<file path="config.mk">
export PLATFORM = sky130hd
export DESIGN_NAME = puf_majority_voter
export DESIGN_NICKNAME = d
export VERILOG_FILES = /design/src/rtl/puf_majority_voter.sv
export SDC_FILE = /design/constraint.sdc
export NUM_CORES = 2
export LEC_CHECK = 0
export BUFFER_PORTS_ARGS = -buffer_cell sky130_fd_sc_hd__buf_4
export CORE_UTILIZATION = 50
export DETAILED_ROUTE_END_ITERATION = 10
export GPL_ROUTABILITY_DRIVEN = 0
export HOLD_SLACK_MARGIN = 0.12
export PLACE_DENSITY_LB_ADDON = 0.3
export SKIP_CTS_REPAIR_TIMING = 1
export SLEW_MARGIN = 10
export SYNTH_ARGS = -nofsm -noshare
export SYNTH_HDL_FRONTEND = slang
export SYNTH_SLANG_ARGS = --single-unit
</file>
<file path="constraint.sdc">
create_clock -name clk -period 34.3 [get_ports clk]
set_clock_uncertainty 0.15 [all_clocks]
set_input_delay 1.715 -clock clk [delete_from_list [all_inputs] [get_ports clk]]
set_output_delay 1.715 -clock clk [all_outputs]
set_load 0.01 [all_outputs]
</file>
<file path="src/rtl/puf_majority_voter.sv">
// rtl/puf_majority_voter.sv - temporal majority voter over repeated RO-PUF evaluations
// Runs the PUF RUNS times per request and reports a voted key, stability mask and stable-bit count.
module puf_majority_voter #(
   parameter int RESP_W  = 256,
   parameter int RUNS    = 5,
   parameter int TIMEOUT = 1048576
) (
   input  logic              clk,
   input  logic              reset,
   input  logic              req,
   input  logic [7:0]        challenge_in,
   output logic              puf_start,
   output logic [7:0]        puf_challenge,
   input  logic [RESP_W-1:0] puf_response,
   input  logic              puf_done,
   output logic [RESP_W-1:0] key,
   output logic [RESP_W-1:0] stable_mask,
   output logic [8:0]        stable_count,
   output logic              valid,
   output logic              error,
   output logic              busy
);

   localparam int VW = $clog2(RUNS + 1);

   typedef enum logic [2:0] {
      S_IDLE, S_LAUNCH, S_WAIT, S_ACCUM, S_DECIDE, S_REPORT, S_ERR
   } state_t;

   state_t            state;
   logic [VW-1:0]     vote [RESP_W];
   logic [RESP_W-1:0] capture;
   logic [3:0]        run_cnt;
   logic [23:0]       tmo_cnt;
   logic              done_q;
   logic              rep_phase;
   logic              done_rise;

   assign done_rise = puf_done & ~done_q;

   function automatic logic [8:0] popcount(input logic [RESP_W-1:0] v);
      logic [8:0] c;
      c = '0;
      for (int i = 0; i < RESP_W; i++) c = c + 9'(v[i]);
      return c;
   endfunction

   always_ff @(posedge clk) begin
      if (reset) begin
         state         <= S_IDLE;
         key           <= '0;
         stable_mask   <= '0;
         stable_count  <= '0;
         valid         <= 1'b0;
         error         <= 1'b0;
         puf_start     <= 1'b0;
         puf_challenge <= '0;
         busy          <= 1'b0;
         capture       <= '0;
         run_cnt       <= '0;
         tmo_cnt       <= '0;
         done_q        <= 1'b0;
         rep_phase     <= 1'b0;
         for (int i = 0; i < RESP_W; i++) vote[i] <= '0;
      end else begin
         done_q <= puf_done;
         unique case (state)
            S_IDLE: begin
               if (req) begin
                  puf_challenge <= challenge_in;
                  run_cnt       <= '0;
                  for (int i = 0; i < RESP_W; i++) vote[i] <= '0;
                  puf_start     <= 1'b1;
                  busy          <= 1'b1;
                  state         <= S_LAUNCH;
               end
            end
            S_LAUNCH: begin
               puf_start <= 1'b0;
               tmo_cnt   <= '0;
               state     <= S_WAIT;
            end
            S_WAIT: begin
               // Only a fresh rising edge counts; a done level left over from a previous run is ignored.
               if (done_rise) begin
                  capture <= puf_response;
                  state   <= S_ACCUM;
               end else if (tmo_cnt == 24'(TIMEOUT - 1)) begin
                  error <= 1'b1;
                  state <= S_ERR;
               end else begin
                  tmo_cnt <= tmo_cnt + 24'd1;
               end
            end
            S_ACCUM: begin
               for (int i = 0; i < RESP_W; i++) vote[i] <= vote[i] + VW'(capture[i]);
               run_cnt <= run_cnt + 4'd1;
               if ({1'b0, run_cnt} + 5'd1 == 5'(RUNS)) begin
                  state <= S_DECIDE;
               end else begin
                  puf_start <= 1'b1;
                  state     <= S_LAUNCH;
               end
            end
            S_DECIDE: begin
               for (int i = 0; i < RESP_W; i++) begin
                  key[i]         <= (vote[i] >= VW'((RUNS + 1) / 2));
                  stable_mask[i] <= (vote[i] == '0) || (vote[i] == VW'(RUNS));
               end
               rep_phase <= 1'b0;
               state     <= S_REPORT;
            end
            S_REPORT: begin
               // Two cycles: count the registered mask, then hold valid alongside the new count.
               if (!rep_phase) begin
                  stable_count <= popcount(stable_mask);
                  valid        <= 1'b1;
                  rep_phase    <= 1'b1;
               end else begin
                  valid <= 1'b0;
                  busy  <= 1'b0;
                  state <= S_IDLE;
               end
            end
            S_ERR: begin
               error <= 1'b0;
               busy  <= 1'b0;
               state <= S_IDLE;
            end
            default: begin
               busy  <= 1'b0;
               state <= S_IDLE;
            end
         endcase
      end
   end

endmodule

</file>
== Word-level counts from Yosys, hierarchy flattened ==
Memory sizes are Yosys's and may differ from the RTL's.
Cells that the tools add are included.

* Add/sub/neg operators: 514
* $lt $le $gt $ge: 256
* Equality and inequality tests: 271
* Muxes and demuxes: 542
* Bitwise operators: 516
* Reduce and logical (&&, ||, !) cells: 528

{| class="wikitable"
|+ Operators by type and width
! cell !! number
|-
| $add A9 B1 Y9 || 247
|-
| $mux W3 || 517
|-
| $eq A3 B3 Y1 const B || 259
|-
| $logic_not A3 Y1 || 257
|-
| $add A3 B1 Y3 || 256
|-
| $ge A3 B2 Y1 const B || 256
|-
| $or A1 B1 Y1 || 512
|-
| $logic_or A1 B1 Y1 || 256
|-
| $mux W24 || 2
|-
| $pmux W24 S2 || 1
|-
| $add A24 B1 Y24 const B || 1
|-
| $eq A24 B20 Y1 const B || 1
|-
| $pmux W3 S6 || 1
|-
| $mux W1 || 15
|-
| $reduce_and A3 Y1 || 5
|-
| $ne A2 B2 Y1 const B || 6
|-
| $add A8 B1 Y9 || 1
|-
| $add A7 B1 Y8 || 1
|-
| $pmux W4 S2 || 1
|-
| $reduce_and A2 Y1 || 4
|-
| $reduce_bool A2 Y1 || 4
|-
| $add A6 B1 Y7 || 1
|-
| $add A5 B1 Y6 || 1
|-
| $eq A3 B2 Y1 const B || 2
|-
| other kinds (16) || 20
|}

* Bits in registers: 822
* Bits in writable memories: 768
* Input bits: 268
* Memories kept: 1

{| class="wikitable"
|+ Memories
! memory !! depth !! width !! read ports !! clocked after memory_dff !! wr ports !! line !! source
|-
| vote || 256 || 3 || 256 || 0 || 256 || 31 || <nowiki>logic [VW-1:0] vote [RESP_W];</nowiki>
|}

== Logic depth before layout (Yosys ltp) ==
* Depth in word-level cells: 255
* Gate-level depth with buffers: 27

== Worst setup path before layout ==
Ideal clock, no wire load.

* Kind: in2reg
* Start: in reset
* End: mem vote[0][10] in the netlist's numbering, enable pin
* Library setup time: 3.731 ns
* Arrival time: 10.975 ns
* Required time: 30.419 ns
* Slack: 19.444 ns
* Stages on the path: 5
* Path buffers: 3
* Cells stage by stage: clkbuf_1 inv_1 clkbuf_1 clkbuf_1 nand3_1

{| class="wikitable"
|+ RTL lines
! what !! line !! source
|-
| start, declared || 9 || <nowiki>input logic reset,</nowiki>
|-
| end, declared || 31 ||
|}

== Worst setup path after layout ==
* Start: reg stable_mask[197]
* End: reg stable_count[6]

* Cells in the longest elaborated chain, start to end: 59

{| class="wikitable"
|+ RTL lines
! what !! line !! source
|-
| start, declared || 17 || <nowiki>output logic [RESP_W-1:0] stable_mask,</nowiki>
|-
| start signal, assigned by index || 108 || <nowiki>stable_mask[i] <= (vote[i] == '0) || (vote[i] == VW'(RUNS));</nowiki>
|-
| $add A9 B1 Y9 (59 in series) || 44 || <nowiki>for (int i = 0; i < RESP_W; i++) c = c + 9'(v[i]);</nowiki>
|-
| end signal, assigned || 116 || <nowiki>stable_count <= popcount(stable_mask);</nowiki>
|-
| end, declared || 18 || <nowiki>output logic [8:0] stable_count,</nowiki>
|}

No other way between the ends.
A chain may end at the register's enable or synchronous reset.

==> results.toml <==
[grt]
overflow = 0
grt_max_degree = 178
grt_pass1_wl_mm = 339
antenna_found_initial = 8
grt_util_all_layers = 0.298
grt_pass1_vias = 53330

[worst_setup_path]
cp.arrival_ns = 8.72
r2r_slack_ns = 26.12
startpoint_type = "flop"
end_kind = "flop"
worst_ep_required_time_ns = 34.84
worstPathMaxFanout = 3
critical_path_class = "flop to flop"

[sta]
tightest_slew_ns = 1.19
relSlewSlack = 0.209
max_freq_mhz = 122
rsz0062_at_grt = "no"
setup_viol = 0
final.setup.worst_slack_ns = 26.12
slew_viol_final = 0
whs_ns = 0.305
finalCriticalPeriod_ns = 8.18
post-route-period-util = 0.239
hold_violations = 0
setup_tns_ns = 0

[clocking]
cts_buffer_depth = 3
cts_made_buffers = 170
cts_sinks = 1590
cts_root_buffer = "clkbuf_16"
clk_latency_ns = 0.82
cts_tree = "built"
cts_max_level = 4
clk_pin_slew_worst_paths_ns = 0.06

[synthesis]
postSynthCellCount = 7034
synth_area_sq_um = 75300
synth_top_flop_cell = "dfxtp_1"
ys_seq_elements = 1590
yosys.cell_types.count = 51
async_flop_share = 0
synth_nets = 8098
synth_edf_count = 765
postSynthAreaPerCell_sq_um = 10.7
seq_area_frac_synth = 0.524
ys_warn_count = 0

[floorplanning]
pin_count = 801
die_y_um = 390
coreArea_sq_um = 150000
start_util = 0.503
rows = 142
fp.dieW_um = 390
die-area_sq_um = 152000

[detailed_routing]
num_vias = 54970
post_drt_wl_per_cell_um = 23.5
drc_errors = 0
drtIter0Drc = 4167
routed_wl_mm = 230
drt-vias-per-instance = 5.60
ant_nets = 0
drt_pre_antenna_iters = 5

[placed_design]
place_ws_ns = 26.18
dp_hpwl_mm = 163
portBuffers = 800

[power_and_ir_drop]
powerDensity_nw_per_um2 = 66.7
p_total_mw = 5.90
p_leak_nw = 38.9
vdd_drop_max_v = 0.0000871

[finish]
final_nets = 8714
layout-drive-gt1-share = 0.144
fillers = 12478
areaGrowthSynthToFinish_pct = 17.5
final_core_utilization = 0.591

[status]
status = "finished clean"

[hold_path]
hold_class = "flop to flop"

[job]
maxCapViolations = 0
[critical path: stages (launching register included)]
cell      delay [ns]
dfxtp_1         0.37
inv_1           0.08
fa_1            0.54
inv_1           0.07
fa_1            0.49
fa_1            0.55
inv_1           0.09
fa_1            0.40
fa_1            0.49
fa_1            0.66
fa_1            0.47
fa_1            0.51
inv_1           0.05
fa_1            0.48
fa_1            0.55
inv_1           0.05
fa_1            0.52
fa_1            0.44
nand2b_1        0.19
a21oi_1         0.18
o21ai_0         0.16
a2111o_1        0.44
o311ai_0        0.11
[cell type report]
| type | count | area, sq um | area share |
|---|---|---|---|
| antenna | 6 | 15.0 | 0.000170 |
| multi-input combinational | 4658 | 33000 | 0.372 |
| tap | 2016 | 2520 | 0.0285 |
| timing repair buffer | 859 | 6490 | 0.0734 |
| clock buffer | 247 | 4930 | 0.0557 |
| clock inverter | 69 | 722 | 0.00816 |
| sequential | 1590 | 39500 | 0.446 |
| inverter | 371 | 1400 | 0.0158 |
[power breakdown]
part	leakage, nW	switching [mW]	internal [mW]
combinational	21.2	0.843	0.540
clock	2.77	0.804	1.06
sequential	15.0	0.297	2.36
total	38.9	1.94	3.96
[cells by family after synthesis]
group / share of synthesized area
multiplexers: 0.000266
XOR/XNOR: 0.0603
AO/OA/AOI/OAI: 0.0674
AND/OR/NAND/NOR: 0.152
buffers and inverters: 0.0393
adder cells (fa/ha/maj): 0.156
flip-flops: 0.524
[layout by cell type (no fill, tap or decap), types with 260 or more instances in the layout]
master      n
nor2_1    788
a21oi_1   555
a211oi_1  261
dfxtp_1   825
nand2_1   572
buf_4     855
ha_1      554
edfxtp_1  765
inv_1     370
xor2_1    260
and3_1    514
nor3_1    520
[registers in the layout, summed over array words and instances (netlist names)]
signal         count
valid              1
busy               1
key              256
puf_start          1
error              1
run_cnt            4
vote             768
stable_mask      256
tmo_cnt           24
rep_phase          1
stable_count       9
done_q             1
capture          256
puf_challenge      8
state              3
[routing by layer]
| metal | routed length, um | GRT usage | vias to the layer above |
|---|---|---|---|
| li1 | - | - | 25564 |
| met1 | 91300 | 0.377 | 27125 |
| met2 | 108000 | 0.479 | 1871 |
| met3 | 19500 | 0.0730 | 406 |
| met4 | 11700 | 0.141 | 4 |
| met5 | 27 | 0 | - |
[worst paths after layout]
check,from,cells past startpoint,to
worst max-delay path,stable_mask[197],22,stable_count[6]
worst min-delay path,puf_challenge[4],2,puf_challenge[4]
worst max register to register,stable_mask[197],22,stable_count[6]
worst min register to register,puf_challenge[4],2,puf_challenge[4]
[synthesized netlist by cell type, types with 20 or more instances]
| cell | instances | area (sq um) |
|---|---|---|
| and3_1 | 514 | 3220 |
| ha_1 | 554 | 6930 |
| inv_1 | 371 | 1390 |
| a211oi_1 | 261 | 1960 |
| nor2_1 | 790 | 2970 |
| xnor2_1 | 259 | 2270 |
| edfxtp_1 | 765 | 23000 |
| xor2_1 | 260 | 2280 |
| nand3_1 | 20 | 100 |
| nor3_1 | 520 | 2600 |
| dfxtp_1 | 825 | 16500 |
| nand2_1 | 574 | 2150 |
| a21oi_1 | 555 | 2780 |
| fa_1 | 242 | 4840 |
| clkbuf_1 | 397 | 1490 |
[per-stage QoR]
stage,instances,area (sq um)
finish,9816,88500
global route,9813,88500
CTS,9810,88500
detailed placement,9494,82900
global placement,9494,82900
floorplan,7034,75300
Note: power is estimated with default switching activity, not from simulation.
